### src/rtl/instr_controller.sv
// Multi-cycle instruction controller: latches a 16-bit instruction, decodes it and
// sequences register-file, A/B, ALU, C and status enables as a Moore FSM.
module instr_controller (
  input  logic        clk,
  input  logic        reset_n,
  input  logic [15:0] in,
  input  logic        load,
  input  logic        s,
  output logic        w,
  output logic [2:0]  readnum,
  output logic [2:0]  writenum,
  output logic        write,
  output logic [1:0]  vsel,
  output logic        loada,
  output logic        loadb,
  output logic        asel,
  output logic        bsel,
  output logic [1:0]  shift,
  output logic [1:0]  ALUop,
  output logic        loadc,
  output logic        loads,
  output logic [15:0] sximm8,
  output logic        illegal
);

  localparam int unsigned IW = 16;
  localparam int unsigned IMMW = 8;

  typedef enum logic [2:0] {
    S_WAIT, S_DECODE, S_WRITE_IMM, S_GET_A, S_GET_B, S_COMPUTE, S_WRITE_REG
  } state_t;

  state_t        state, next_state;
  logic [IW-1:0] ir;

  logic [2:0] opcode, rn, rd, rm;
  logic [1:0] op, sh;

  assign opcode = ir[15:13];
  assign op     = ir[12:11];
  assign rn     = ir[10:8];
  assign rd     = ir[7:5];
  assign sh     = ir[4:3];
  assign rm     = ir[2:0];

  assign sximm8 = {{(IW-IMMW){ir[IMMW-1]}}, ir[IMMW-1:0]};
  assign bsel   = 1'b0;

  // State register
  always_ff @(posedge clk or negedge reset_n) begin
    if (!reset_n) state <= S_WAIT;
    else          state <= next_state;
  end

  // Instruction register: only writable while idle so IR holds for the whole instruction
  always_ff @(posedge clk or negedge reset_n) begin
    if (!reset_n)                   ir <= '0;
    else if (state == S_WAIT && load) ir <= in;
  end

  // Next-state and Moore output decode
  always_comb begin
    next_state = state;
    w        = 1'b0;
    readnum  = 3'd0;
    writenum = 3'd0;
    write    = 1'b0;
    vsel     = 2'b00;
    loada    = 1'b0;
    loadb    = 1'b0;
    asel     = 1'b0;
    shift    = 2'b00;
    ALUop    = 2'b00;
    loadc    = 1'b0;
    loads    = 1'b0;
    illegal  = 1'b0;
    case (state)
      S_WAIT: begin
        w = 1'b1;
        if (s) next_state = S_DECODE;
      end
      S_DECODE: begin
        if (opcode == 3'b110 && op == 2'b10)      next_state = S_WRITE_IMM;
        else if (opcode == 3'b110 && op == 2'b00) next_state = S_GET_B;
        else if (opcode == 3'b101 && op == 2'b11) next_state = S_GET_B;
        else if (opcode == 3'b101)                next_state = S_GET_A;
        else begin
          next_state = S_WAIT;
          illegal    = 1'b1;
        end
      end
      S_WRITE_IMM: begin
        writenum   = rn;
        vsel       = 2'b10;
        write      = 1'b1;
        next_state = S_WAIT;
      end
      S_GET_A: begin
        readnum    = rn;
        loada      = 1'b1;
        next_state = S_GET_B;
      end
      S_GET_B: begin
        readnum    = rm;
        loadb      = 1'b1;
        next_state = S_COMPUTE;
      end
      S_COMPUTE: begin
        shift = sh;
        // MOV-reg passes B through with a zero A operand
        if (opcode == 3'b101) begin
          asel  = 1'b1;
          ALUop = op;
        end
        if (opcode == 3'b101 && op == 2'b01) begin
          loads      = 1'b1;
          next_state = S_WAIT;
        end else begin
          loadc      = 1'b1;
          next_state = S_WRITE_REG;
        end
      end
      S_WRITE_REG: begin
        writenum   = rd;
        write      = 1'b1;
        next_state = S_WAIT;
      end
      default: next_state = S_WAIT;
    endcase
  end

endmodule

### config.mk
export PLATFORM = sky130hd
export DESIGN_NAME = instr_controller
export DESIGN_NICKNAME = d
export VERILOG_FILES = /design/src/rtl/instr_controller.sv
export SDC_FILE = /design/constraint.sdc
export NUM_CORES = 1
export LEC_CHECK = 0
export CAP_MARGIN = 30
export CORE_MARGIN = 2
export CORE_UTILIZATION = 36
export CTS_CLUSTER_SIZE = 40
export DETAILED_ROUTE_END_ITERATION = 8
export PLACE_DENSITY = 0.75
export SYNTH_ARGS = -nofsm -noshare
export SYNTH_HDL_FRONTEND = slang
export SYNTH_SLANG_ARGS = --single-unit
### constraint.sdc
create_clock -name clk -period 1.4 [get_ports clk]
set_input_delay 0.28 -clock clk [delete_from_list [all_inputs] [get_ports clk]]
set_output_delay 0.28 -clock clk [all_outputs]
set_load 0.03 [all_outputs]
# After elaboration in Yosys (flattened, before gate mapping)
# Index checks and enable logic that the tools add are counted.
# W data, S select, Z words.
# word_totals
register_bits,19
inputBits,20
output_inout_bits,37
wordCells,50
# op_classes
n_eq_ne,12
muxes,28
n_reduce_logical,8
# op_table
cell,n
$eq A3 B3 Y1 const B,5
$mux W1,15
$mux W3,5
$pmux W3 S5,1
$pmux W3 S2,2
$mux W2,5
$eq A3 B2 Y1 const B,2
$logic_and A1 B1 Y1,5
$eq A2 B2 Y1 const B,2
$eq A3 B1 Y1 const B,1
$logic_not A3 Y1,1
$eq A2 B1 Y1 const B,1
$logic_not A2 Y1,1
$ne A2 B2 Y1 const B,1
$reduce_or A2 Y1,1

# Logic depth before layout (Yosys ltp)
# Gate-level depths: netlist of the first run.
# depth
ltp_word,6
ltp_mapped,6
mapped_depth_nobuf,3

# Least setup slack after synthesis of the first run
# No wires, ideal clock.
# synth_path
path_kind,flip-flop to output port
startpoint,register state[0]
endpoint,output readnum[0]
arrival_ps,1852
required_time_ps,1120
slack_ps,-732
path_stages_with_launch,4
n_path_buf,1
cell_sequence,dfrtp_1 -> buf_6 -> nor3b_1 -> a22o_1
# synth_between
elab_chain_cells,2
word_cells_on_any_way,3
cone_classes,2 x eq/ne; 1 x mux
# synth_lines
element,line,source
start: declaration,33,"state_t state, next_state;"
start signal: assignment,52,else state <= next_state;
$eq A3 B3 Y1 / $eq A3 B2 Y1 (equally long branches),77,case (state)
$pmux W3 S2 (*),77,
end: declaration,10,"output logic [2:0] readnum,"
# Mark *: on every way between the ends. The rest lies on a longest branch, timed or not.

# Worst setup path in the final report of the first run
# layout_path
startpoint,register state[1]
endpoint,output loadc
# layout_between
elab_chain_cells,2
# layout_lines
element,line,source
$eq A3 B3 Y1,77,
$mux W1,77,
end: declaration,20,"output logic loadc,"
# No other way between the ends.

==> reports/metrics.csv, run 1 <==
metric;value;unit
Avg Synthesized Cell Area;10.74;um2
TritonCTS clock tree;built;
register area;479.2;um2
post-synthesis mux area share;17.00;%
Synth Area in Compound Gates;7.765;%
worst hold path class;in2async;
final worst-path setup slack;-0.4450;ns
antenna viol nets, final;0;
crit start category;flop;
die area;3788;um2
Non-Filler Instances;220;
most common cell after layout, fill and taps aside;buf_4;
CP required;1.12;ns
Filler Cell Count;260;
first-pass GRT wire length;4.961;mm
Finished Cell Area;1988;um2
most used flip-flop cell after synthesis;dfrtp_1;
Netlist cell types;34;
Final Net Count;197;
crit path cell chain;nand3b_1 > buf_4 > nor2_2 > buf_6;
maximum buffer depth of the clock tree;2;
# setup viols final;35;
Port-buffer cells;54;
Hold Vio Cnt, Final;0;
violated checks;setup timing;
clock-pin slew on the worst setup and hold paths;0.12;ns
post-synthesis simple-gate area fraction;17.10;%
share of cells above drive strength 1;60.80;%
status;finished with violations;
most frequent cells in the layout;buf_4, buf_6, clkdlybuf4s50_1, dfrtp_1, mux2_4;
Fin Setup TNS;-9.295;ns
Crit. End Element;output pin;
Worst-Skew Late Latency;0.30;ns
vias in the first global route;1058;
Post-DP Area;1693;um2
total gr overflow;0;
# DRC;0;
effective utilization at floorplan;38.43;%
Warnings, synthesis;0;
Seq/Total Area, Yosys;39.87;%
routed wire length;3.162;mm
antenna violations before repair;0;
Die Y;61.55;um
multi-input combinational cell area;644.4;um2
unrepaired setup endpoints after global routing;true;
post-synthesis xor/xnor area fraction;0;%
gpl congestion;0.7747;
Largest stage delay, worst path;0.45;ns
type of the worst setup path;reg2out;
max-cap viol count;0;
clock period minus final worst setup slack;1.845;ns
largest net degree at the start of global routing;20;
Post-Synth Adder-Cell Area;0;%
total number of vias;1073;
dpl cells;204;
post-DP HPWL;2.207;mm
CTS root buf;clkbuf_4;
num rows;20;
Cells after Synth;111;
Worst Path Arrival;1.57;ns
max-slew violations;0;
Pwr per Cell Area;2604;nW/um2
mapped cell area;1192;um2
skew final;0.008036;ns
largest family of logic cells by synthesized area;buffers and inverters;
DR iter-0 viols;21;
# clock sinks;19;
maximum fanout along the worst path;4;
Synth async-reset ratio;100.0;%
critical-path cell with the highest stage delay;dfrtp_2;
fin crit share;131.8;%
GRT Total Usage;17.98;%
maximum VDD drop;1.486;mV
Die X;61.55;um
n_diodes;0;
post-synthesis register bit count;19;
Wirelength per Cell;14.37;um
Post-synth EDFFs;0;
Num CTS Buffers;3;
H-tree depth;1;
router iterations before antenna repair;4;
Layout area overhead;66.74;%
vias per cell;4.877;
I/O pin cnt;57;
P_leak;0.9147;nW
Fmax;542.0;MHz
core area;3103;um2
## through the flow
| stage | worst slack (ns) | total power [mW] | hold WS, ns | utilization, % |
|---|---|---|---|---|
| after global placement | -0.1089 | 4.047 | 0.5222 | 54.56 |
| after global routing | -0.4968 | 5.477 | 0.3174 | 64.07 |
| final | -0.4450 | 5.177 | 0.3062 | 64.07 |
| after floorplan | -0.3614 | 3.445 | -0.01559 | - |
| after CTS | -0.4014 | 4.981 | 0.3111 | 62.74 |
| after detailed placement | -0.1421 | 4.121 | 0.5253 | 54.56 |
## cell usage after synthesis, types with 2 or more instances
| cell type | instances | area, um2 |
|---|---|---|
| buf_4 | 19 | 142.6 |
| dfrtp_1 | 19 | 475.5 |
| nor2_1 | 9 | 33.78 |
| mux2_4 | 7 | 105.1 |
| mux2_2 | 6 | 67.56 |
| o21ai_0 | 5 | 25.02 |
| inv_1 | 4 | 15.01 |
| a22o_1 | 3 | 26.28 |
| mux2i_1 | 3 | 30.03 |
| nand2b_1 | 3 | 18.77 |
| nand3_1 | 3 | 15.01 |
| nor3_1 | 3 | 15.01 |
| a211oi_1 | 2 | 15.01 |
| and2_1 | 2 | 12.51 |
| buf_2 | 2 | 10.01 |
| nand2_1 | 2 | 7.510 |
| nand3b_1 | 2 | 15.01 |
## logic make-up after synthesis
group | count (synthesis)
buffers and inverters | 28
muxes | 16
and+or+nand+nor | 34
AOI/OAI and AO/OA | 13
other | 1
DFF | 19
## cell type report
class                      instances  share of cell area (%)
clock buffer                       3                   1.133
clock inverter                     1                  0.2517
inverter                           4                  0.7552
multi-input combinational         66                   32.41
sequential                        19                   24.10
tap                               44                   2.769
timing repair buffer              83                   38.58
## power breakdown
group	switching, mW	internal, mW
Sequential	0.295	0.837
Combinational	1.85	1.91
Clock	0.176	0.106
Total	2.32	2.85
## repair_timing
item,in CTS,in global routing
endpoints found under the setup margin,42,43
resized for setup,56,18
pin swaps,12,10
gates cloned,1,0
setup buffers,8,4
hold buffers,0,0
## registers in the layout, indices dropped and copies added (netlist names)
register / flops
ir: 16
state: 3
## path summary, 6_finish.rpt
kind                           from        to  slack, ns  cells after the start
hold reg to reg               ir[0]     ir[0]       0.55                      1
max in group asynchronous   reset_n  state[0]       0.87                      2
hold / removal              reset_n     ir[3]       0.31                      2
setup / recovery           state[1]     loadc      -0.45                      4
min in group clk              ir[0]     ir[0]       0.55                      1
setup reg to reg           state[0]    ir[11]      -0.26                      5
## critical path, delay by kind of cell (launching register included)
kind	cells	cell delay, ns
AND/OR/NAND/NOR	2	0.44
flip-flops	1	0.45
buffers and inverters	2	0.37
## routing by layer
metal | wire, um | up-vias | part of all wire (%) | track usage (%)
met5 | 0 | - | 0 | 0
met1 | 1293 | 523 | 41 | 22.31
met3 | 172 | 6 | 5.4 | 1.681
met2 | 1619 | 50 | 51 | 31.13
li1 | - | 494 | - | -
met4 | 76 | 0 | 2.4 | 8.815
Note: power is estimated with default switching activity, not from simulation.
==> run 2, diff against run 1 <==
CORE_UTILIZATION = 40   (was 36)
PLACE_DENSITY = 0.87   (was 0.75)
clock period = 2 ns   (was 1.4 ns; I/O delays follow)
==> run 2 against run 1 <==
  * The run ends with DRC left
  * Clock power down 30%
  * Routed wire length decreased by 9.3%
  * Sequential power shrank 29%
  * Cell count decreased by 14%
  * Sequential cell count unchanged
  * Critical path type unchanged
  * Combinational power fell by 44%
==> reports/metrics.csv, run 2 (same netlist as run 1, synthesis figures left out) <==
metric;value;unit;change
CTS root buf;clkbuf_4;;
share of cells above drive strength 1;32.91;%;-28 points
Wirelength per Cell;15.17;um;+5.6%
skew final;0.008500;ns;+0.0004640 ns
max reg flops;16;;unchanged
Port-buffer cells;54;;unchanged
TritonCTS clock tree;built;;
maximum VDD drop;0.8403;mV;-43%
DR iter-0 viols;35;;+67%
GRT Total Usage;16.50;%;-1.5 points
Fmax;504.8;MHz;
I/O pin cnt;57;;unchanged
Final Net Count;179;;-9.1%
antenna violations before repair;0;;unchanged
crit start category;flop;;
leading registers by flop count;ir x16, state x3;;
Crit. End Element;output pin;;
status;finished with violations;;
wire length on met3;189;um;+9.9%
Hold Vio Cnt, Final;0;;unchanged
highest metal layer with signal wires;met4;;
# DRC;6;;+6
maximum buffer depth of the clock tree;2;;unchanged
Non-Filler Instances;189;;-14%
Layout area overhead;41.87;%;
most frequent cells in the layout;clkdlybuf4s50_1, buf_4, dfrtp_1, nor2_1, mux2_4;;
total number of vias;982;;-8.5%
Worst Path Arrival;1.58;ns;about the same
Die Y;58.60;um;-4.8%
effective utilization at floorplan;42.51;%;+4.1 points
routed wl met2;1.423;mm;-12%
Fin Setup TNS;0;ns;+9.295 ns
vias in the first global route;910;;-14%
type of the worst setup path;reg2out;;
worst hold slack;0.4143;ns;+0.1080 ns
Pwr per Cell Area;1820;nW/um2;-30%
first-pass GRT wire length;4.195;mm;-15%
Num CTS Buffers;3;;unchanged
core area;2805;um2;-9.6%
antenna viol nets, final;0;;unchanged
router iterations before antenna repair;6;;+2
maximum fanout along the worst path;5;;+1
largest net degree at the start of global routing;20;;unchanged
vias per cell;5.196;;+6.5%
Post-DP Area;1588;um2;-6.2%
Finished Cell Area;1692;um2;-15%
Worst-Skew Late Latency;0.30;ns;about the same
H-tree depth;1;;unchanged
worst hold path class;in2async;;
gpl congestion;0.7614;;-1.7%
Die X;58.60;um;-4.8%
cts hold-fix bufs;0;;unchanged
clock period minus final worst setup slack;1.981;ns;
dpl cells;177;;-13%
most common cell after layout, fill and taps aside;clkdlybuf4s50_1;;
wire length on met1;1.188;mm;-8.1%
Filler Cell Count;240;;-7.7%
clock-pin slew on the worst setup and hold paths;0.11;ns;about the same
num rows;19;;-5.0%
post-DP HPWL;2.091;mm;-5.3%
# clock sinks;19;;unchanged
CP required;1.60;ns;+0.48 ns
routed wire length;2.868;mm;-9.3%
unrepaired setup endpoints after global routing;true;;
max-cap viol count;0;;unchanged
max-slew violations;0;;unchanged
fin crit share;99.04;%;
total gr overflow;0;;unchanged
n_diodes;0;;unchanged
die area;3434;um2;-9.4%
P_leak;0.7925;nW;-13%
Biggest register;ir;;
# setup viols final;0;;-100%
violated checks;DRC;;
-- run 2: cell count changes in the layout (fill, tap and decap cells not counted), sizes merged --
cell	change
buf	-29
dlygate4sd2	+2
clkdlybuf4s50	+14
clkinv	-1
and2	-1
clkbuf	-3
dlymetal6s2s	+3
clkdlybuf4s15	-3
-- run 2: worst max-delay path, cell delays in order (launching register included) --
cell     delay (ns)
dfrtp_1        0.41
buf_6          0.13
or2b_1         0.24
nor4_2         0.29
buf_4          0.20
-- run 2: area by class of cell --
cell class,instances,area (um2),share of cell area (%)
clock buffer,4,26.28,1.553
inverter,4,15.01,0.8876
multi-input combinational,65,519.2,30.70
sequential,19,476.7,28.18
tap,31,38.79,2.293
timing repair buffer,66,615.6,36.39
-- run 2: per-stage QoR --
stage / total power, mW / utilization (%) / worst slack (ns)
CTS: 2.976 / 57.98 / 0.02842
floorplan: 2.350 / - / 0.01006
global route: 3.253 / 60.30 / -0.06983
detailed placement: 2.769 / 56.60 / 0.2370
global placement: 2.712 / 56.60 / 0.2732
finish: 3.079 / 60.30 / 0.01914
-- run 2: repair_timing --
item	in CTS	in global routing
gates cloned	0	0
setup buffers	2	6
endpoints found under the setup margin	5	16
resized for setup	2	6
pin swaps	1	1
-- run 2: per-layer routing --
metal | vias to the layer above | global-route usage, %
met5 | - | 0
met2 | 50 | 27.29
li1 | 460 | -
met3 | 7 | 1.758
met1 | 465 | 21.44
met4 | 0 | 8.442
-- run 2: report_power, final --
part           internal [mW]  switching (mW)  leakage [nW]
logic                   1.00            1.09         0.550
registers              0.583           0.214         0.227
clock network         0.0778           0.119        0.0150
-- run 2: path summary, 6_finish.rpt --
kind | from | end | slack (ns) | depth (start not counted)
setup / recovery | state[1] | illegal | 0.02 | 4
hold / removal | reset_n | ir[3] | 0.41 | 2
min in group clk | ir[2] | ir[2] | 0.54 | 1
hold reg to reg | ir[2] | ir[2] | 0.54 | 1
setup reg to reg | state[1] | ir[5] | 0.22 | 5
max in group asynchronous | reset_n | state[2] | 1.37 | 2
